$ cat src/rtl/gen_testdata_mc_pkg.sv
// Shared definitions for the multi-channel test-stream generator:
// pattern mode codes, controller states and PRBS31 polynomial taps.
package gen_testdata_mc_pkg;

    localparam logic [1:0] MODE_CNT  = 2'd0;
    localparam logic [1:0] MODE_PRBS = 2'd1;
    localparam logic [1:0] MODE_WALK = 2'd2;

    typedef enum logic [1:0] {
        ST_IDLE  = 2'd0,
        ST_RUN   = 2'd1,
        ST_DRAIN = 2'd2
    } state_t;

    // x^31 + x^28 + 1 expressed as zero-based state bit indices
    localparam int PRBS_TAP_HI = 30;
    localparam int PRBS_TAP_LO = 27;

    localparam logic [30:0] PRBS_SEED_DEF = 31'h7FFFFFFF;

endpackage

$ cat src/rtl/gen_testdata_mc_prbs.sv
// Combinational PRBS31 advance: steps the LFSR STEPS times and returns the
// new state plus the generated bits, first generated bit in the MSB.
module prbs31_step
    import gen_testdata_mc_pkg::*;
#(
    parameter int STEPS = 32
) (
    input  logic [30:0]      i_state,
    output logic [30:0]      o_state,
    output logic [STEPS-1:0] o_bits
);

    logic [30:0] w_s;
    logic        w_nb;

    always_comb begin
        w_s    = i_state;
        w_nb   = 1'b0;
        o_bits = '0;
        for (int i = 0; i < STEPS; i++) begin
            w_nb = w_s[PRBS_TAP_HI] ^ w_s[PRBS_TAP_LO];
            w_s  = {w_s[29:0], w_nb};
            o_bits[STEPS-1-i] = w_nb;
        end
        o_state = w_s;
    end

endmodule

$ cat src/rtl/gen_testdata_mc.sv
// Paced, framed multi-channel test-stream generator with a one-word output
// register, ready backpressure, drop counting and counter/PRBS/walking patterns.
module gen_testdata_mc
    import gen_testdata_mc_pkg::*;
#(
    parameter int          DATA_W     = 32,
    parameter int          NUM_CH     = 4,
    parameter int          PACE_DIV   = 47,
    parameter int          FRAME_LEN  = 100,
    parameter int          NUM_FRAMES = 0,
    parameter logic [30:0] PRBS_SEED  = PRBS_SEED_DEF
) (
    input  logic              clk,
    input  logic              rst,
    input  logic              start_flag,
    input  logic              stop_flag,
    input  logic [1:0]        mode,
    input  logic              ready_in,
    output logic [DATA_W-1:0] data_out,
    output logic              valid_out,
    output logic              last_out,
    output logic              busy,
    output logic [15:0]       frame_cnt,
    output logic [15:0]       drop_cnt
);

    localparam int                PACE_W     = (PACE_DIV > 1) ? $clog2(PACE_DIV) : 1;
    localparam int                IDX_W      = (FRAME_LEN > 1) ? $clog2(FRAME_LEN) : 1;
    localparam logic [PACE_W-1:0] PACE_MAX   = PACE_W'(PACE_DIV - 1);
    localparam logic [IDX_W-1:0]  IDX_MAX    = IDX_W'(FRAME_LEN - 1);
    localparam logic [7:0]        CH_MAX     = 8'(NUM_CH - 1);
    localparam logic [15:0]       FRAMES_END = 16'(NUM_FRAMES);
    localparam logic [DATA_W-1:0] SEQ_MASK   = {8'h00, {(DATA_W-8){1'b1}}};
    localparam logic [DATA_W-1:0] ONE_HOT0   = {{(DATA_W-1){1'b0}}, 1'b1};

    state_t              r_state, w_state_nxt;
    logic [1:0]          r_mode;
    logic [31:0]         r_seq;
    logic [IDX_W-1:0]    r_word_idx;
    logic [7:0]          r_ch;
    logic [PACE_W-1:0]   r_pace;
    logic                r_tick;
    logic [30:0]         r_prbs;
    logic [30:0]         w_prbs_nxt;
    logic [DATA_W-1:0]   w_prbs_bits;
    logic [DATA_W-1:0]   w_word;
    logic                w_accept, w_pending, w_final_frame;
    logic                w_load_ok, w_load, w_drop;

    prbs31_step #(.STEPS(DATA_W)) u_prbs (
        .i_state (r_prbs),
        .o_state (w_prbs_nxt),
        .o_bits  (w_prbs_bits)
    );

    assign busy          = (r_state != ST_IDLE);
    assign w_accept      = valid_out && ready_in;
    assign w_pending     = valid_out && !w_accept;
    assign w_final_frame = (NUM_FRAMES != 0) && w_accept && last_out &&
                           (frame_cnt + 16'd1 == FRAMES_END);

    // A stop landing on a frame boundary, or the final frame completing, must
    // not open a new frame; in DRAIN loading ends once word_idx wraps to 0.
    assign w_load_ok = ((r_state == ST_RUN) && !(stop_flag && (r_word_idx == '0)) && !w_final_frame) ||
                       ((r_state == ST_DRAIN) && (r_word_idx != '0));
    assign w_load    = r_tick && w_load_ok && !w_pending;
    assign w_drop    = r_tick && w_load_ok && w_pending;

    always_comb begin
        w_word = (DATA_W'(r_ch) << (DATA_W - 8)) | (DATA_W'(r_seq) & SEQ_MASK);
        case (r_mode)
            MODE_PRBS: w_word = w_prbs_bits;
            MODE_WALK: w_word = ONE_HOT0 << (r_seq % DATA_W);
            default:   ;
        endcase
    end

    always_comb begin
        w_state_nxt = r_state;
        unique case (r_state)
            ST_IDLE: if (start_flag) w_state_nxt = ST_RUN;
            ST_RUN: begin
                if (w_final_frame)
                    w_state_nxt = ST_IDLE;
                else if (stop_flag)
                    w_state_nxt = ((r_word_idx != '0) || w_pending) ? ST_DRAIN : ST_IDLE;
            end
            ST_DRAIN: if (w_accept && last_out) w_state_nxt = ST_IDLE;
            default: w_state_nxt = ST_IDLE;
        endcase
    end

    always_ff @(posedge clk) begin
        if (rst) begin
            r_state    <= ST_IDLE;
            r_mode     <= MODE_CNT;
            r_seq      <= '0;
            r_word_idx <= '0;
            r_ch       <= '0;
            r_pace     <= '0;
            r_tick     <= 1'b0;
            r_prbs     <= PRBS_SEED;
            data_out   <= '0;
            valid_out  <= 1'b0;
            last_out   <= 1'b0;
            frame_cnt  <= '0;
            drop_cnt   <= '0;
        end else begin
            r_state <= w_state_nxt;
            if (r_state == ST_IDLE) begin
                r_tick <= 1'b0;
                if (start_flag) begin
                    r_mode     <= mode;
                    r_seq      <= '0;
                    r_word_idx <= '0;
                    r_ch       <= '0;
                    r_pace     <= '0;
                    r_prbs     <= PRBS_SEED;
                    valid_out  <= 1'b0;
                    last_out   <= 1'b0;
                    frame_cnt  <= '0;
                    drop_cnt   <= '0;
                end
            end else begin
                // Tick is registered once so the first word lands PACE_DIV+1 edges after start
                r_pace <= (r_pace == PACE_MAX) ? '0 : r_pace + 1'b1;
                r_tick <= (r_pace == PACE_MAX);
                if (w_accept) begin
                    valid_out <= 1'b0;
                    last_out  <= 1'b0;
                    if (last_out) frame_cnt <= frame_cnt + 16'd1;
                end
                if (w_load) begin
                    data_out   <= w_word;
                    valid_out  <= 1'b1;
                    last_out   <= (r_word_idx == IDX_MAX);
                    r_word_idx <= (r_word_idx == IDX_MAX) ? '0 : r_word_idx + 1'b1;
                    r_ch       <= (r_ch == CH_MAX) ? '0 : r_ch + 8'd1;
                    r_seq      <= r_seq + 32'd1;
                    r_prbs     <= w_prbs_nxt;
                end
                if (w_drop) begin
                    r_seq <= r_seq + 32'd1;
                    if (drop_cnt != 16'hFFFF) drop_cnt <= drop_cnt + 16'd1;
                end
            end
        end
    end

endmodule
$ cat config.mk
export PLATFORM = sky130hd
export DESIGN_NAME = gen_testdata_mc
export DESIGN_NICKNAME = d
export VERILOG_FILES = /design/src/rtl/gen_testdata_mc_pkg.sv /design/src/rtl/gen_testdata_mc_prbs.sv /design/src/rtl/gen_testdata_mc.sv
export SDC_FILE = /design/constraint.sdc
export NUM_CORES = 1
export LEC_CHECK = 0
export ABC_AREA = 1
export CAP_MARGIN = 20
export CORE_ASPECT_RATIO = 0.9
export CORE_MARGIN = 2
export CORE_UTILIZATION = 53
export CTS_BUF_LIST = sky130_fd_sc_hd__clkbuf_16
export CTS_CLUSTER_DIAMETER = 80
export DETAILED_ROUTE_END_ITERATION = 8
export GPL_TIMING_DRIVEN = 1
export PLACE_DENSITY_LB_ADDON = 0.25
export SYNTH_ARGS = -nofsm -noshare
export SYNTH_HDL_FRONTEND = slang
export SYNTH_SLANG_ARGS = --single-unit
$ cat constraint.sdc
create_clock -name clk -period 1.5 [get_ports clk]
set_input_delay 0.3 -clock clk [delete_from_list [all_inputs] [get_ports clk]]
set_output_delay 0.3 -clock clk [all_outputs]
set_load 0.02 [all_outputs]
## After elaboration in Yosys (flattened, before gate mapping)

Index checks and enable logic that the tools add are counted.

- Register bits: 155
- Input bits: 7
- Output and inout bits: 67
- Word-level logic and storage cells: 136

- Add/sub/neg operators: 6
- Equality and inequality tests: 11
- Shifts and indexed selects: 1
- Multiplexer cells: 37
- Bitwise logic cells: 34
- Reductions and logical operators: 34

Operators by type and width:

| operator | count |
|---|---|
| 32-bit 2-to-1 mux | 4 |
| 16-bit 2-to-1 mux | 7 |
| 31-bit 2-to-1 mux | 3 |
| 32-bit case mux with 2 select lines | 1 |
| 16-bit by 1-bit adder with 16-bit output, second input constant | 2 |
| 32-bit by 1-bit adder with 32-bit output, second input constant | 1 |
| 8-bit 2-to-1 mux | 4 |
| 32-bit by 24-bit OR with 32-bit output | 1 |
| 1-bit by 5-bit left shift with 32-bit output, first input constant | 1 |
| 1-bit XOR | 32 |
| 7-bit 2-to-1 mux | 4 |
| 6-bit 2-to-1 mux | 3 |
| 16-bit inequality test, second input constant | 1 |
| 2-bit nonzero test | 6 |
| 2-bit AND reduction | 5 |
| 1-bit logical AND | 9 |
| 3-bit AND reduction | 3 |
| 8-bit by 1-bit adder with 8-bit output, second input constant | 1 |
| 8-bit by 2-bit equality test with 1-bit output, second input constant | 1 |
| 2-bit 2-to-1 mux | 4 |
| 7-bit by 1-bit adder with 7-bit output, second input constant | 1 |
| 7-bit equality test, second input constant | 1 |
| 7-bit logical NOT | 1 |
| 7-bit nonzero test | 1 |
| other kinds (14) | 26 |

## Longest topological paths before layout

- Word-level depth: 10
- Mapped depth: 14
- Mapped depth without buffers: 13

## Cells and area by module

Synthesis repeated with hierarchy kept, for this count alone.

- Cells, all modules: 1212
- Area, all modules: 8127.8 µm²

Modules (own cells, without submodules):

| module | times used | cells an instance | area each (µm²) | seq. area each (µm²) |
|---|---|---|---|---|
| gen_testdata_mc | 1 | 1116 | 7519.7 | 2942.8 |
| prbs31_step | 1 | 96 | 608.1 | 0.0 |

## Least setup slack after synthesis

OpenSTA, ideal clock, no wires.

- Path type: register to register
- From: register frame_cnt[0]
- To: register frame_cnt[12]
- Setup time: 115 ps
- Arrival: 1609 ps
- Data required time: 1385 ps
- Setup slack: -223 ps
- Cell stages (with the launch flop): 9
- Buffers on the path: 0
- Clock period less this slack: 1723 ps
- Path through: dfxtp_1 -> ha_1 -> nand3_1 -> nor3_1 -> nand3_1 -> nor2_1 -> nand2_1 -> o21ai_1 -> nor2_1

- Longest elaborated chain between the ends: 4

Ends and longest elaborated chain:

| what | line | source |
|---|---|---|
| start: declaration | gen_testdata_mc.sv:23 | `output logic [15:0] frame_cnt,` |
| start signal: assignment | gen_testdata_mc.sv:131 | `if (last_out) frame_cnt <= frame_cnt + 16'd1;` |
| 16-bit by 1-bit adder with 16-bit output | gen_testdata_mc.sv:131 |  |
| 16-bit 2-to-1 mux | gen_testdata_mc.sv:131 |  |
| 16-bit 2-to-1 mux | gen_testdata_mc.sv:128 | `if (w_accept) begin` |
| 16-bit 2-to-1 mux | gen_testdata_mc.sv:110 | `if (r_state == ST_IDLE) begin` |

Every way passes these cells. The select of a mux whose other input is x is not followed.
A chain may end at the register's enable or synchronous reset.

## Worst setup path after layout

- From: register r_state[0]
- To: register drop_cnt[4]

- Longest elaborated chain between the ends: 7
- Elaborated cells between the ends (all ways): 13
- Classes of those cells: 3 x eq/ne; 1 x mux; 9 x reduce/logical

Ends and longest elaborated chain:

| what | line | source |
|---|---|---|
| start: declaration | gen_testdata_mc.sv:36 | `state_t r_state, w_state_nxt;` |
| start signal: assignment | gen_testdata_mc.sv:109 | `r_state <= w_state_nxt;` |
| 2-bit by 1-bit equality test with 1-bit output / 2-bit equality test (equally long branches) | gen_testdata_mc.sv:64, gen_testdata_mc.sv:65 |  |
| 1-bit logical AND (on tied branches) | gen_testdata_mc.sv:64, gen_testdata_mc.sv:65 |  |
| 1-bit logical OR | gen_testdata_mc.sv:64 | `assign w_load_ok = ((r_state == ST_RUN) && !(stop_flag && (r_word_idx == '0)) && !w_final_frame) \|\|` |
| 1-bit logical AND (2 in a row) | gen_testdata_mc.sv:67 | `assign w_drop = r_tick && w_load_ok && w_pending;` |
| 2-bit nonzero test (no source line) | n/a |  |
| 3-bit AND reduction (no source line) | n/a |  |
| end signal: assignment | gen_testdata_mc.sv:144 | `if (drop_cnt != 16'hFFFF) drop_cnt <= drop_cnt + 16'd1;` |
| end: declaration | gen_testdata_mc.sv:24 | `output logic [15:0] drop_cnt` |

Several ways; a longest one is shown, not always the timed one.

==> run summary <==
## Setup path
- simple AND/OR/NAND/NOR gates — family with the most delay on the worst path
- register — Critical Path End Type
- -0.50 ns — slack of the worst reg-to-reg path
- reg -> reg — Crit Path Class
- 7 — highest net fanout along the worst path
- 0.38 ns — crit-path max cell delay
- 3 — CP bufs+invs
- 1.88 ns — required time at the worst-slack endpoint
- dfxtp_4 — master of the slowest instance on the critical path
- register — startpoint class of the critical path
- 2.38 ns — CP arrival
- inv_2 -> nand2_2 -> a21boi_2 -> nand2_4 -> buf_6 -> nor2_4 -> nand2_4 -> buf_6 -> nor2_4 -> nand3b_1 -> nand2_1 — ordered list of cells on the worst path

## GRT
- 45800 um — wire length of the first global-routing pass
- 9039 — via count of the first global-routing pass
- 30 — pin count of the biggest net entering global routing
- 0 — initial antenna violation count
- 35.6% — global-route usage over all layers
- 0 — Congestion Overflow GR

## STA
- 133% — period utilisation layout
- -0.499 ns — fin worst setup slack
- 2.00 ns — min cycle time layout
- 0 — Fin. Hold Viols
- 0.0108 ns — post-route clock skew
- 0.513 ns — pin slew with the least headroom to its limit
- true — setup repair after global routing missed its margin
- 0 — number of pins exceeding their max-slew limit in the final report
- 65.8% — relative max-transition margin
- 141 — final count of negative-setup-slack endpoints
- 0.423 ns — minimum hold slack
- 500 MHz — Highest Clock Rate

## Clocking
- 2 — deepest clock path buffer count
- 0.44 ns — insertion delay of the later-clocked pin in the worst-skew pair
- 147 — sinks on the clock net
- 0 — cts hold-fix bufs
- 17 — Num CTS Buffers
- done — TritonCTS clock tree
- 4 — number of levels in the clock H-tree
- 0.07 ns — clock edge transition at the registers on the reported setup and hold paths
- clkbuf_16 — clock tree root buffer cell

## Synth
- 0 — number of synthesized flops with an enable pin
- 1227 — cell count after synthesis
- nand2_1, nor2_1, dfxtp_1 — ranking of synthesized cells by instance count
- 36.2% — area share of the largest cell type after synthesis
- 0% — FFs w/ async S/R, synth
- 0 — warnings from Yosys
- 8120 um2 — Syn Std Cell Area
- 1249 — Net Count, Synth
- dfxtp_1, nand2_1, nor2_1 — Synth area leaders
- 45 — distinct cell type count after synthesis
- 147 — FF+latch count, synth
- 6.62 um2 — synthesized area divided by synthesized cell count
- 36.2% — part of the Yosys area used for sequential elements
- nand2_1 — most used standard cell by instance count after synthesis
- dfxtp_1 — leading register cell type out of synthesis
- dfxtp_1 — post-synthesis cell type with the largest combined area

## Placed design
- 1585 — dpl cells
- 10100 um2 — instance area at placement
- 0.996 — Placer Congestion
- 73 — number of buffers added on ports
- 17500 um — half-perimeter wire length of the detailed placement result
- -0.480 ns — pre-CTS WS

## Finish
- 52.9% — Area Overhead vs Synth
- 83.8% — Final Core Density
- 1468 — net count reported at finish
- 1656 — number of non-filler instances in the completed layout
- 36.9% — share of cells above drive strength 1
- 12400 um2 — post-route standard cell area excluding fillers
- 0 — antenna fix cells

## Drt
- 36700 um — final routed wirelength across all metal layers
- 22.1 um — average routed wire per standard cell
- 1781 — initial detailed-routing violation count
- 10.7k — total vias in the final route
- 6.44 — DR vias/cell
- 0 — Final ANT Viol Nets
- 9 — detailed-router iteration count before antenna repair
- 0 — DR DRC count

## Floorplanning
- 54.8% — effective utilization at floorplan
- 42 — Row Count
- 121 um — y dimension of the die
- 16300 um2 — Die ar.
- 134 um — die span in x
- 14800 um2 — Floorplan Core Area
- 74 — ports placed on the boundary

## Worst hold path
- in -> reg — Min-Delay Path Class

## Power
- 930 uV — IR Drop Worst-Case VDD
- 735 nW/um2 — cell area power density
- 5.14 nW — reported leakage power

## Status
- negative setup slack — failing checks
- finished, violations left — run status

## Run
- 0 — number of maximum-capacitance violations

-- placed cells by master, fill, tap and decap left out, drive strengths merged, types with 6 or more instances in the layout --
cell type	n
clkinvlp	6
clkinv	8
nor2	174
clkdlybuf4s15	12
o21ai	92
clkbuf	33
nand4	18
xor2	22
dfxtp	147
buf	184
nand2	288
or2	7
xnor2	23
a21oi	74
nand3	109
dlygate4sd2	37
ha	15
inv	133
o22ai	25
nor3	21
-- state kept, by name (all words and copies together) (netlist names) --
register / count
r_pace: 6
data_out: 32
r_tick: 1
drop_cnt: 16
frame_cnt: 16
r_prbs: 31
r_word_idx: 7
last_out: 1
valid_out: 1
r_ch: 8
r_mode: 2
r_seq: 24
r_state: 2
-- where the power goes --
group,total [mW],switching [mW],internal (mW)
Combinational,1.33,0.801,0.527
Sequential,3.95,0.0261,3.92
Clock,3.85,1.80,2.05
Total,9.13,2.62,6.50
-- timing repair --
item                       4_1_cts  5_1_grt
gates cloned                    10        4
pin swaps                       47       63
setup endpoints to repair      192      157
gates resized for setup        324      254
buffers inserted                25        9
-- layout make-up --
type / count / area [um2]
Multi-Input combinational cell: 893 / 5630
Sequential cell: 147 / 2970
Timing Repair Buffer: 254 / 2540
Fill cell: 718 / 2400
Inverter: 133 / 524
Clock buffer: 17 / 425
Tap cell: 198 / 248
Clock inverter: 14 / 76.3
-- routing by layer --
| metal | GRT usage (%) | vias to the layer above | share of wire, % |
|---|---|---|---|
| met4 | 18.7 | 0 | 8.9 |
| met2 | 58.3 | 1070 | 44 |
| met3 | 7.44 | 369 | 13 |
| li1 | - | 4408 | - |
| met5 | 0 | - | 0 |
| met1 | 44.1 | 4824 | 34 |
-- cells by family after synthesis --
logic type      count (synthesis)  share of synthesized area, %
xor+xnor                       45                          4.85
compound gates                205                          13.5
flops                         147                          36.2
buf+inv                       187                          9.51
fa+ha+maj                      15                          2.31
simple gates                  626                          33.3
mux                             2                         0.247
-- worst register-to-register path, stage by stage, from the launching register on --
cell and delay [ns]:
dfxtp_4 0.38, inv_2 0.16, nand2_2 0.10, a21boi_2 0.20, nand2_4 0.11, buf_6 0.14, nor2_4 0.16, nand2_4 0.12
buf_6 0.14, nor2_4 0.22, nand3b_1 0.14, nand2_1 0.08
-- through the flow --
stage               TNS [ns]  power (mW)
floorplan            -0.0425        4.49
global placement      -43.34        4.86
detailed placement    -49.42        4.87
CTS                   -12.44        8.77
global route          -45.54        9.29
finish                -40.46        9.13
-- worst paths after layout --
path,endpoint,from,depth (start not counted)
worst max-delay path,drop_cnt[4],r_state[0],11
worst min-delay path,data_out[31],rst,3
worst min register to register,drop_cnt[15],drop_cnt[15],2
worst max register to register,drop_cnt[4],r_state[0],11
(Power assumes the default switching activity.)
